File: src/rtl/multi_cycle_sequencer.sv
// ============================================================================
// Module      : multi_cycle_sequencer
// Description : FETCH/DECODE/EXECUTE/WRITEBACK control sequencer with a timed
//               imem req/ack fetch, registered decode and a retire counter.
// Revision    : 1.0 - initial release
// ============================================================================
`default_nettype none

module multi_cycle_sequencer #(
  parameter int unsigned FETCH_TIMEOUT = 16,
  parameter int unsigned CNT_W         = 32,
  parameter logic [31:0] HALT_CODE     = 32'hFFFF_FFFF
) (
  input  logic             clk,
  input  logic             reset,
  input  logic             start,
  input  logic             stop,
  output logic             imem_req,
  input  logic             imem_ack,
  input  logic [31:0]      imem_rdata,
  output logic [31:0]      instr,
  output logic             imm_sel,
  output logic             alu_src,
  output logic             alu_class,
  output logic [5:0]       funct,
  output logic             alu_en,
  output logic             reg_write,
  output logic             pc_en,
  output logic             busy,
  output logic             halted,
  output logic             fetch_err,
  output logic [CNT_W-1:0] instret
);

  localparam logic [2:0] C_ST_IDLE      = 3'd0;
  localparam logic [2:0] C_ST_FETCH     = 3'd1;
  localparam logic [2:0] C_ST_DECODE    = 3'd2;
  localparam logic [2:0] C_ST_EXECUTE   = 3'd3;
  localparam logic [2:0] C_ST_WRITEBACK = 3'd4;
  localparam logic [2:0] C_ST_HALT      = 3'd5;
  localparam logic [2:0] C_ST_ERROR     = 3'd6;

  // Counter only needs to reach FETCH_TIMEOUT-1: the last no-ack cycle exits.
  localparam int unsigned       C_TO_W    = (FETCH_TIMEOUT < 2) ? 1 : $clog2(FETCH_TIMEOUT);
  localparam logic [C_TO_W-1:0] C_TO_LAST = C_TO_W'(FETCH_TIMEOUT - 1);

  logic [2:0]        state_q, state_d;
  logic [C_TO_W-1:0] to_cnt_q, to_cnt_d;
  logic [31:0]       instr_q, instr_d;
  logic              imm_sel_q, imm_sel_d;
  logic              alu_src_q, alu_src_d;
  logic              alu_class_q, alu_class_d;
  logic [5:0]        funct_q, funct_d;
  logic [CNT_W-1:0]  instret_q, instret_d;

  always_ff @(posedge clk) begin
    if (reset) begin
      state_q <= C_ST_IDLE;
    end else begin
      state_q <= state_d;
    end
  end

  always_comb begin
    state_d = state_q;
    case (state_q)
      C_ST_IDLE:      if (start) state_d = C_ST_FETCH;
      C_ST_FETCH: begin
        if (imem_ack) begin
          state_d = C_ST_DECODE;
        end else if (to_cnt_q == C_TO_LAST) begin
          state_d = C_ST_ERROR;
        end
      end
      C_ST_DECODE:    state_d = (instr_q == HALT_CODE) ? C_ST_HALT : C_ST_EXECUTE;
      C_ST_EXECUTE:   state_d = C_ST_WRITEBACK;
      C_ST_WRITEBACK: state_d = stop ? C_ST_IDLE : C_ST_FETCH;
      C_ST_HALT:      state_d = C_ST_HALT;
      C_ST_ERROR:     state_d = C_ST_ERROR;
      default:        state_d = C_ST_IDLE;
    endcase
  end

  always_comb begin
    imem_req  = (state_q == C_ST_FETCH);
    alu_en    = (state_q == C_ST_EXECUTE);
    reg_write = (state_q == C_ST_WRITEBACK);
    pc_en     = (state_q == C_ST_WRITEBACK);
    busy      = (state_q == C_ST_FETCH)   || (state_q == C_ST_DECODE) ||
                (state_q == C_ST_EXECUTE) || (state_q == C_ST_WRITEBACK);
    halted    = (state_q == C_ST_HALT);
    fetch_err = (state_q == C_ST_ERROR);
  end

  // Datapath next-state: instruction capture, decode, timeout and retire count.
  always_comb begin
    instr_d     = instr_q;
    imm_sel_d   = imm_sel_q;
    alu_src_d   = alu_src_q;
    alu_class_d = alu_class_q;
    funct_d     = funct_q;
    instret_d   = instret_q;
    to_cnt_d    = '0;

    if (state_q == C_ST_FETCH) begin
      if (imem_ack) begin
        instr_d = imem_rdata;
      end else begin
        to_cnt_d = to_cnt_q + C_TO_W'(1);
      end
    end

    if (state_q == C_ST_DECODE) begin
      imm_sel_d   = ~instr_q[26];
      alu_src_d   = ~(instr_q[5] ^ instr_q[4]) | instr_q[26];
      alu_class_d = instr_q[26];
      funct_d     = instr_q[5:0];
    end

    if (state_q == C_ST_WRITEBACK) begin
      instret_d = instret_q + CNT_W'(1);
    end
  end

  always_ff @(posedge clk) begin
    if (reset) begin
      to_cnt_q    <= '0;
      instr_q     <= '0;
      imm_sel_q   <= 1'b0;
      alu_src_q   <= 1'b0;
      alu_class_q <= 1'b0;
      funct_q     <= '0;
      instret_q   <= '0;
    end else begin
      to_cnt_q    <= to_cnt_d;
      instr_q     <= instr_d;
      imm_sel_q   <= imm_sel_d;
      alu_src_q   <= alu_src_d;
      alu_class_q <= alu_class_d;
      funct_q     <= funct_d;
      instret_q   <= instret_d;
    end
  end

  assign instr     = instr_q;
  assign imm_sel   = imm_sel_q;
  assign alu_src   = alu_src_q;
  assign alu_class = alu_class_q;
  assign funct     = funct_q;
  assign instret   = instret_q;

endmodule

`default_nettype wire

File: config.mk
export PLATFORM = sky130hd
export DESIGN_NAME = multi_cycle_sequencer
export DESIGN_NICKNAME = d
export VERILOG_FILES = /design/src/rtl/multi_cycle_sequencer.sv
export SDC_FILE = /design/constraint.sdc
export NUM_CORES = 1
export LEC_CHECK = 0
export ABC_AREA = 0
export CAP_MARGIN = 25
export CORE_ASPECT_RATIO = 0.7
export CORE_UTILIZATION = 31
export DETAILED_ROUTE_END_ITERATION = 6
export GPL_ROUTABILITY_DRIVEN = 0
export GPL_TIMING_DRIVEN = 0
export PLACE_DENSITY = 0.62
export SYNTH_ARGS = -nofsm -noshare
export SYNTH_HDL_FRONTEND = slang
export SYNTH_SLANG_ARGS = --single-unit
File: constraint.sdc
create_clock -name clk -period 2 [get_ports clk]
set_input_delay 0.4 -clock clk [delete_from_list [all_inputs] [get_ports clk]]
set_output_delay 0.4 -clock clk [all_outputs]
set_load 0.02 [all_outputs]
# Word level (Yosys, flattened, before mapping)
# Cells that the tools add are included.
[totals]
register_bits = 80
inputBits = 37
out_inout_bits = 80
wordCells = 38
[classes]
n_addsub = 2
eq_ne = 10
n_mux = 6
bitwise_logic = 5
n_reduce_logical = 7
[op_table]
columns = ["operator", "count"]
rows = [
  ["adder 32 x 1 -> 32 bit (second input constant)", 1],
  ["== test 32 bit (second input constant)", 1],
  ["case mux 3 bit (7 select lines)", 1],
  ["2-to-1 mux 3 bit", 4],
  ["== test 3 bit (second input constant)", 3],
  ["== test 3 x 2 -> 1 bit (second input constant)", 2],
  ["adder 4 x 1 -> 4 bit (second input constant)", 1],
  ["== test 4 bit (second input constant)", 1],
  ["AND reduction 2 bit", 2],
  ["== test 3 x 1 -> 1 bit (second input constant)", 1],
  ["logical NOT 3 bit", 1],
  ["logical OR 1 bit", 3],
  ["!= test 3 x 1 -> 1 bit (second input constant)", 1],
  ["inverter 1 bit", 3],
  ["OR reduction 3 bit", 1],
  ["!= test 2 bit (second input constant)", 1],
  ["2-to-1 mux 1 bit", 1],
  ["OR 1 bit", 1],
  ["XOR 1 bit", 1],
]

# Longest topological paths before layout
[logic_depth]
word_depth = 4
ltp_mapped = 9
ltp_nobuf = 6

# Least setup slack after synthesis
# OpenSTA, ideal clock, no wires.
[synth_timing]
path_type = "register to output"
startpoint = "register state_q[2]"
endpoint = "output port reg_write"
arrival_time_ns = 1.779
t_required_ns = 1.600
path_slack_ns = -0.179
path_stages_with_launch = 4
n_path_buf = 2
path_cell_list = "dfxtp_1 -> clkbuf_1 -> nor3b_1 -> buf_4"
[synth_via]
elab_chain_cells = 1
[synth_lines]
columns = ["item", "line_no", "text"]
rows = [
  ["start, declared", "47", "logic [2:0] state_q, state_d;"],
  ["start signal, assigned", "60", "state_q <= state_d;"],
  ["== test 3 bit", "--", ""],
  ["end, declared", "27", "output logic reg_write,"],
]
# No other way between the ends.

# Worst setup path in the final report
[layout_timing]
startpoint = "register instret_q[5], in the netlist instret[5]"
endpoint = "register instret_q[21], in the netlist instret[21]"
[layout_via]
elab_chain_cells = 1
[layout_lines]
columns = ["item", "line_no", "text"]
rows = [
  ["start, declared", "54", "logic [CNT_W-1:0] instret_q, instret_d;"],
  ["start signal, assigned", "141", "instret_q <= instret_d;"],
  ["adder 32 x 1 -> 32 bit", "121", "instret_d = instret_q + CNT_W'(1);"],
]
# No other way between the ends.
# A chain may end at the register's enable or synchronous reset.

==> results.yml <==
job:
  drv_cap: 0
worst_setup_path:
  end_kind: "flip-flop"
  critical_path_class: "reg -> reg"
  cp_data_arrival_time_ns: 2.30
  cp.required_ns: 2.26
  start_kind: "flip-flop"
  path_max_fanout: 5
timing:
  holdWs_ns: 0.447
  fmax_mhz: 489
  layout_min_cycle_time_ns: 2.04
  setup_slack_ns: -0.0435
  rsz0062_at_grt: "true"
  slew_viol_final: 0
  finalHoldViolations: 0
  fin_crit_sh_pct: 102
  fin_worst_skew_ns: 0.00565
  setup_viol: 10
  slew_headroom_pct: 52.3
  worst_slew_pin_slew_ns: 0.709
synth:
  synth_cell_type_count: 38
  ys_warn_count: 0
  muxShareOfSynthArea_pct: 3.01
  syn_area_sq_mm: 0.00336
  syn_area_per_cell_sq_um: 8.20
  synth_compound_area_share_pct: 13.6
  yosys.area_share.simple_pct: 25.5
  synth_edf_count: 0
  synth_xor_area_share_pct: 3.65
  ys_ff_latch: 80
  synth_top_family_by_area: "simple AND/OR/NAND/NOR gates"
  synth_top_flop_cell: "dfxtp_1"
  synth-async-reset-ratio_pct: 0
  ys_seq_area_share_pct: 47.6
  synth_fa_ha_area_share_pct: 1.12
  syn_nets: 450
  synth_cells: 410
route:
  vias_per_cell: 4.98
  final_antenna_net_count: 0
  drt_iter0_drc: 163
  vias: 3425
  wl_mm: 10.5
  drt-wirelength-per-cell_microns: 15.3
  post-route-drc-count: 0
  first_pass_iters: 4
power:
  power_leakage_nw: 1.81
  p_int_w: 0.00283
  seqPwrFrac_pct: 45.0
  powerDensity_mw_per_mm2: 682
  ir_drop_mv: 0.447
  p_comb_share_pct: 9.2
  p_switching_w: 0.000846
  fin_total_pwr_w: 0.00367
  p_clk_share_pct: 45.8
  swShare_pct: 23.0
clock_tree:
  holdBufCountCts: 0
  cts_sinks: 80
  path_clk_slew_ns: 0.06
  cts_max_path_buffers: 2
  cts_tree: "done"
  cts_root_buf: "clkbuf_16"
  cts_buffers: 9
  htree_levels: 3
  worstSkewPairLatency_ns: 0.34
run_status:
  violations: "setup timing"
  status: "complete, but fails checks"
final_layout:
  antennaDiodeCount: 0
  finalInstanceArea_sq_mm: 0.00539
  final_nets: 591
  drive_above_1_share_pct: 17.6
  nFillCells: 978
  stdcell_count: 688
  syn2layout_area_growth_pct: 60.3
placed_design:
  io_buffers: 116
  place_ws_ns: -0.300
  hpwlAfterDp_mm: 7.29
  place_inst: 658
  dpl_cell_area_sq_mm: 0.00474
hold_path:
  hp-class: "reg -> reg"
grt:
  grt_pass1_vias: 3075
  grt_max_degree: 14
  gr-total-overflow: 0
  track_usage_pct: 18.6
  grt_pass1_wl_mm: 15.9
  antenna_found_initial: 0
floorplan:
  die_w_microns: 126
  rows: 31
  die_area_sq_mm: 0.0113
  core-area_sq_mm: 0.0104
  io_pins: 117
  chipHeight_microns: 89.1
  start_util_pct: 32.2
-- final timing paths --
path / startpoint / to / slack [ns] / depth (start not counted)
max: instret[5] / instret[21] / -0.04 / 5
min: to_cnt_q[0] / to_cnt_q[0] / 0.45 / 1
max reg2reg: instret[5] / instret[21] / -0.04 / 5
min reg2reg: to_cnt_q[0] / to_cnt_q[0] / 0.45 / 1
-- stage by stage --
| step | TNS, ns | utilization [%] |
|---|---|---|
| finish | -0.150 | 51.6 |
| detailed placement | -12.49 | 45.4 |
| floorplan | 0 | - |
| global route | -0.752 | 51.6 |
| CTS | -0.376 | 50.3 |
| global placement | -11.03 | 45.4 |
-- final cells by class --
type	count	area, sq um	area share, %
repair buffers	135	1320	24.4
clock inverters	4	50.0	0.929
multi-input cells	287	1750	32.5
plain buffers	23	158	2.93
clock buffers	12	256	4.76
well taps	132	165	3.07
inverters	15	56.3	1.05
flip-flops and latches	80	1640	30.4
-- what timing repair did --
item	CTS	global route
gates resized for setup	38	42
buffers inserted	7	9
cloned	3	0
pin swaps	13	12
endpoints found under the setup margin	57	53
-- per-layer routing --
layer / share of wire [%] / global-route usage (%) / routed length (microns)
met5: 0 / 0 / 0
met4: 0.68 / 5.04 / 71
met3: 7.7 / 6.88 / 803
met2: 44 / 27.7 / 4650
met1: 47 / 25.2 / 4980
-- synth_stat cells (2+ instances only) --
library cell,n,area [sq um]
nor3_1,6,30.0
a21oi_1,52,260
or2_2,2,12.5
buf_2,3,15.0
o21ai_0,8,40.0
dfxtp_1,80,1600
mux2i_1,9,90.1
or4_1,15,113
clkbuf_1,21,78.8
xnor2_1,11,96.3
a311oi_1,2,17.5
o31ai_1,12,90.1
nor4_1,7,43.8
ha_1,3,37.5
nand3_1,11,55.1
xor2_1,3,26.3
inv_1,15,56.3
nor2_1,34,128
buf_6,2,22.5
nand2_1,76,285
or3_1,7,43.8
nand4_1,15,93.8
-- power by group through the flow --
stage / Combinational, W / Clock (W) / Sequential (W)
floorplan: 0.000122 / 0 / 0.00171
global placement: 0.000334 / 0 / 0.00168
detailed placement: 0.000337 / 0 / 0.00168
CTS: 0.000333 / 0.00172 / 0.00165
global route: 0.000368 / 0.00179 / 0.00166
finish: 0.000338 / 0.00168 / 0.00165
-- logic make-up after synthesis --
family / Yosys count
compound gates: 80
xor+xnor: 14
fa+ha+maj: 3
buf+inv: 43
flops: 80
mux: 10
simple gates: 180
-- placed cells by master (no fill, tap or decap), types with 2 or more instances in the layout --
master	count
xor2_1	3
or3_1	6
o31ai_1	5
nor2_1	34
a21oi_1	46
dfxtp_4	5
or4_1	9
dfxtp_1	62
buf_6	3
nand2_1	76
clkbuf_8	2
nand3_1	10
a311oi_1	2
mux2i_1	9
dlygate4sd2_1	4
buf_4	18
or4_4	6
ha_1	2
o21ai_0	6
clkdlybuf4s50_1	109
inv_1	15
nor3_1	6
xnor2_1	11
a21oi_2	6
o21ai_1	2
or2_2	2
o31ai_4	5
nand4_1	15
clkbuf_16	10
nor4_1	5
o31ai_2	2
dfxtp_2	13
clkbuf_2	9
clkbuf_1	9
-- worst max-delay path: stages (launching register included) --
cell and delay, ns:
dfxtp_4 0.36, nand4_1 0.19, or4_4 0.62, buf_4 0.18
or4_1 0.43, a21oi_1 0.18
-- registers in the layout, indices dropped and copies added (netlist names) --
| signal | count |
|---|---|
| state_q | 3 |
| alu_src | 1 |
| instr | 32 |
| to_cnt_q | 4 |
| funct | 6 |
| alu_class | 1 |
| instret | 32 |
| imm_sel | 1 |
(Power assumes the default switching activity.)
==> variant 1 (same settings) <==
The parameter `FETCH_TIMEOUT` goes from 16 to 8.
--- a/src/rtl/multi_cycle_sequencer.sv
+++ b/src/rtl/multi_cycle_sequencer.sv
@@ -7,7 +7,7 @@
 `default_nettype none
 
 module multi_cycle_sequencer #(
-  parameter int unsigned FETCH_TIMEOUT = 16,
+  parameter int unsigned FETCH_TIMEOUT = 8,
   parameter int unsigned CNT_W         = 32,
   parameter logic [31:0] HALT_CODE     = 32'hFFFF_FFFF
 ) (
Formal check against the unedited RTL: not equivalent (a bounded check fails within 10 cycles, from zero or initial values and one cycle with reset high).
==> variant 1 against the unedited design <==
- clock power is 3% higher
- total power up 1.0%
- synthesized cell count down 2.2%
- setup slack better by 0.11 ns
- core utilization down 2.8 points
- area after synthesis is the same
- global-route usage is 0.67 points lower
- maximum frequency rose by 5.9%
- cell count shrank 2.6%
- worst hold slack worse by 0.0091 ns
- final area decreased by 5.5%
- sequential cell count decreased by 1
- wire length fell by 8.9%
- largest cell class unchanged
==> variant 1: results (changes against the unedited design) <==
* TritonCTS Buffers at 9 (unchanged)
* I/O Buffers at 115 (was 116)
* Top cells by area, synth: dfxtp_1 47%, nand2_1 8.7%, a21oi_1 7.6% (was dfxtp_1 48%, nand2_1 8.5%, a21oi_1 7.7%)
* Total global-route track usage at 17.9% (was 18.6%)
* Fill cells at 990 (was 978)
* Vias per std cell at 4.94 (was 4.98)
* Fin crit share at 96.5% (was 102%)
* Sequential-to-total area share from yosys stat at 47.0% (was 47.6%)
* Initial DRC Count at 154 (was 163)
* Final setup viols at 0 (was 10)
* Final hold viol count at 0 (unchanged)
* WP data arrival at 1.53 ns (was 2.30 ns)
* Sw Pwr at 0.000847 W (was 0.000846 W)
* Routed wire per std cell at 14.3 um (was 15.3 um)
* Worst-path fanout max at 4 (was 5)
* P_leak at 1.76 nW (was 1.81 nW)
* VDD IR max at 388 uV (was 447 uV)
* Clock root cell: clkbuf_16 (unchanged)
* Worst Tran Pin Value at 0.609 ns (was 0.709 ns)
* Clock Latency Late Sink at 0.33 ns
* Avg Inst Size Synth at 8.38 um2 (was 8.20 um2)
* Run status: completed (was finished, violations left)
* CTS H-tree depth at 3 (unchanged)
* Largest net degree at the start of global routing at 14 (unchanged)
* Cells after DPL at 648 (was 658)
* # diodes at 0 (unchanged)
* Vias in the first global route at 3034 (was 3075)
* Detailed-router iteration count before antenna repair at 4 (unchanged)
* Post-DP HPWL at 6900 um (was 7290 um)
* Syn nets at 442 (was 450)
* Final Skew at 0.00806 ns (was 0.00565 ns)
* Crit-path leading delay family: buffers and inverters (was simple AND/OR/NAND/NOR gates)
* Most instantiated cells after synthesis: 79 x dfxtp_1, 78 x nand2_1, 51 x a21oi_1 (was 80 x dfxtp_1, 76 x nand2_1, 52 x a21oi_1)
* DRT Wirelength at 9570 um (was 10500 um)
* Nets at 574 (was 591)
* Initial antenna violation count at 0 (unchanged)
* Distinct cell type count after synthesis at 41 (was 38)
* Global-route wire length before repair at 15500 um (was 15900 um)
* Share of post-route cells with drive strength above 1 at 11.0% (was 17.6%)
* Clock Path Buffers at 2 (unchanged)
* Max stage delay cell, worst path: or3_4 (was or4_4)
* Slowest cell delay on critical path at 0.40 ns (was 0.62 ns)
[variant 1: changes by cell type in the layout (fill, tap and decap cells not counted), moves of 6 or more]
cell,before,now
dfxtp_2,13,6
xnor2_1,11,3
a21oi_2,6,0
buf_4,18,12
nor2_1,34,28
clkbuf_2,9,0
o31ai_1,5,11
inv_1,15,7
dfxtp_1,62,72
[variant 1: cells by family (layout without fill, tap and decap cells)]
logic type               count (synthesis)  in the layout  share of synthesized area, %
flip-flops                              79             79                          47.0
buffers and inverters                   34            171                          4.47
XOR/XNOR                                11             11                          2.87
adder cells (fa/ha/maj)                  4              4                          1.49
AO/OA/AOI/OAI                           74             74                          12.2
AND/OR/NAND/NOR                        186            186                          27.9
multiplexers                            13             13                          4.06
[variant 1: power by group through the flow]
| stage | clock [W] | combinational (W) | sequential [W] |
|---|---|---|---|
| 6_report | 0.00173 | 0.000337 | 0.00164 |
| 5_1_grt | 0.00185 | 0.000368 | 0.00165 |
| 4_1_cts | 0.00177 | 0.000340 | 0.00164 |
| 3_5_place_dp | 0 | 0.000345 | 0.00168 |
| 3_3_place_gp | 0 | 0.000341 | 0.00167 |
| 2_1_floorplan | 0 | 0.000128 | 0.00171 |
[variant 1: path summary, 6_finish.rpt]
check	start	end	slack (ns)	depth (start not counted)
min reg2reg	to_cnt_q[0]$_SDFF_PP0_	to_cnt_q[0]$_SDFF_PP0_	0.44	1
min	to_cnt_q[0]$_SDFF_PP0_	to_cnt_q[0]$_SDFF_PP0_	0.44	1
max reg2reg	state_q[2]$_SDFFE_PP0P_	instret[27]$_SDFFE_PP0P_	0.11	7
max	state_q[2]$_SDFFE_PP0P_	reg_write	0.07	6
[variant 1: per-layer routing]
layer  vias to the layer above  part of all wire [%]  track usage [%]
met2                        95                    41             25.8
met3                         9                   6.5             5.80
met5                         -                     0                0
li1                       1673                     -                -
met4                         0                  0.98             6.24
met1                      1533                    51             25.0
[variant 1: repair_timing]
item / in CTS / in global routing
gates resized for setup: 34 / 9
setup endpoints to repair: 18 / 22
setup buffers: 4 / 4
pin swaps: 1 / 2
hold buffers: 0 / 0
[variant 1: area by class of cell]
class / instances / area, um2 / share of cell area, %
Tap cell: 132 / 165 / 3.24
Timing Repair Buffer: 123 / 1200 / 23.6
Clock buffer: 10 / 229 / 4.50
Inverter: 10 / 45.0 / 0.884
Clock inverter: 6 / 85.1 / 1.67
Sequential cell: 79 / 1590 / 31.3
Multi-Input combinational cell: 288 / 1670 / 32.7
Buffer: 22 / 111 / 2.19
[variant 1: stage by stage]
stage | cell area (um2) | worst slack, ns
6_report | 5090 | 0.0701
5_1_grt | 5090 | -0.00122
4_1_cts | 5060 | 0.00654
2_1_floorplan | 3360 | 0.0719
3_3_place_gp | 4680 | -0.357
3_5_place_dp | 4680 | -0.368
==> variant 2 (same flow settings) <==
Without the edit above. `instr_q` no longer has a reset.
--- a/src/rtl/multi_cycle_sequencer.sv
+++ b/src/rtl/multi_cycle_sequencer.sv
@@ -125,7 +125,6 @@
   always_ff @(posedge clk) begin
     if (reset) begin
       to_cnt_q    <= '0;
-      instr_q     <= '0;
       imm_sel_q   <= 1'b0;
       alu_src_q   <= 1'b0;
       alu_class_q <= 1'b0;
@@ -133,13 +132,16 @@
       instret_q   <= '0;
     end else begin
       to_cnt_q    <= to_cnt_d;
-      instr_q     <= instr_d;
       imm_sel_q   <= imm_sel_d;
       alu_src_q   <= alu_src_d;
       alu_class_q <= alu_class_d;
       funct_q     <= funct_d;
       instret_q   <= instret_d;
     end
+  end
+
+  always_ff @(posedge clk) begin
+    instr_q <= instr_d;
   end
 
   assign instr     = instr_q;
Formal check against the unedited RTL: differs if reset is asserted again (counterexample within 4 cycles, from zero or initial values and one cycle with reset high); with reset held inactive, the same outputs for 10 cycles.
==> variant 2 against the unedited design <==
- worst hold slack improved by 0.0064 ns
- final area is 3.2% lower
- area after synthesis down 3.8%
- wire length down 14%
- setup slack gained 0.049 ns
- count of clock-buffer cells in the layout is 3 lower
- clock power is 2% lower
- total power is 0.46% higher
- maximum frequency is 2.5% higher
- sequential cell count is the same
- sequential power is 7% higher
- synthesized cell count decreased by 27%
==> variant 2: results (changes against the unedited design) <==
* Total global-route track usage at 17.4% (was 18.6%)
* Run status: completed (was finished, violations left)
* Clk pwr share at 44.3% (was 45.8%)
* Syn nets at 340 (was 450)
* Final Skew at 0.00660 ns (was 0.00565 ns)
* Setup crit end: instret[29]$_SDFFE_PP0P_ (was instret[21]$_SDFFE_PP0P_)
* Minimum setup slack among reg-to-reg paths at 0.005 ns (was -0.04 ns)
* Initial DRC Count at 143 (was 163)
* Met1 Resource Use GR at 20.7% (was 25.2%)
* I/O Buffers at 115 (was 116)
* Fill cells at 914 (was 978)
* Adder-cell share of the synthesized area at 1.16% (was 1.12%)
* Synth Area in Compound Gates at 9.75% (was 13.6%)
* Share of post-route cells with drive strength above 1 at 21.5% (was 17.6%)
* Global-route wire length before repair at 14300 um (was 15900 um)
* Launching point of the worst reg2reg path: instret[4]$_SDFFE_PP0P_ (was instret[5]$_SDFFE_PP0P_)
* Sequential-to-total area share from yosys stat at 59.4% (was 47.6%)
* Crit. Startpoint: instret[4]$_SDFFE_PP0P_ (was instret[5]$_SDFFE_PP0P_)
* Mux contribution to synthesized area at 2.79% (was 3.01%)
* Distinct cell type count after synthesis at 37 (was 38)
* Vias post-DR at 2890 (was 3425)
* Combinational share of power at 8.1% (was 9.2%)
* Met3 Track Usage GR at 7.20% (was 6.88%)
* Int Pwr at 0.00285 W (was 0.00283 W)
* Routed wire per std cell at 15.6 um (was 15.3 um)
* VDD IR max at 379 uV (was 447 uV)
* P_leak at 1.73 nW (was 1.81 nW)
* Tot Pwr at 0.00369 W (was 0.00367 W)
* Most instantiated cells after synthesis: 48 x dfxtp_1, 32 x edfxtp_1, 27 x a21oi_1, 27 x nor2_1, 15 x nand2_1 (was 80 x dfxtp_1, 76 x nand2_1, 52 x a21oi_1)
* Placed Area at 4580 um2 (was 4740 um2)
* WP data arrival at 2.26 ns (was 2.30 ns)
* Largest net degree at the start of global routing at 33 (was 14)
* Worst Tran Pin Value at 0.736 ns (was 0.709 ns)
* Clock root cell: clkbuf_16 (unchanged)
* Top cells by area, synth: dfxtp_1 30%, edfxtp_1 30%, a21oi_1 4.2% (was dfxtp_1 48%, nand2_1 8.5%, a21oi_1 7.7%)
[variant 2: changes by cell type after synthesis, sizes merged, moves of 3 or more]
cell / unedited run / this run
and3: 1 / 4
dfxtp: 80 / 48
edfxtp: 0 / 32
nor2: 34 / 27
inv: 15 / 10
or3: 7 / 10
buf: 7 / 4
nand2: 76 / 15
xnor2: 11 / 8
clkbuf: 21 / 11
a21oi: 52 / 27
[variant 2: repair_timing]
| item | 4_1_cts | 5_1_grt |
|---|---|---|
| cloned | 2 | 0 |
| setup buffers | 8 | 10 |
| gates resized for setup | 40 | 35 |
| pin swaps | 11 | 10 |
| setup endpoints to repair | 29 | 23 |
[variant 2: metrics by stage]
stage | instances | util [%] | setup slack, ns | hold slack, ns
floorplan | 300 | - | 0.00547 | 0.418
global placement | 543 | 46.2 | -0.354 | 0.436
detailed placement | 543 | 46.2 | -0.439 | 0.443
CTS | 569 | 50.9 | -0.0526 | 0.456
global route | 579 | 52.6 | -0.0268 | 0.472
finish | 579 | 52.6 | 0.00545 | 0.453
[variant 2: cell type report]
type / count / area, um2 / share of cell area, %
multi-input cells: 195 / 1360 / 26.1
flip-flops and latches: 80 / 1970 / 37.7
plain buffers: 14 / 104 / 1.99
clock buffers: 9 / 225 / 4.32
well taps: 128 / 160 / 3.07
repair buffers: 136 / 1290 / 24.7
inverters: 10 / 37.5 / 0.720
clock inverters: 7 / 71.3 / 1.37
[variant 2: routing by layer]
layer	vias up	wire (um)
met5	-	0
met4	0	157
met3	13	684
met2	86	4320
met1	1377	3890
li1	1414	-
[variant 2: cell families (layout without fill, tap and decap cells)]
family,after synthesis,in the layout
buffers and inverters,25,176
xor gates and xnor gates,12,12
and+or+nand+nor,117,117
DFF,80,80
adders and majority gates,3,3
AOI/OAI and AO/OA,54,54
muxes,9,9
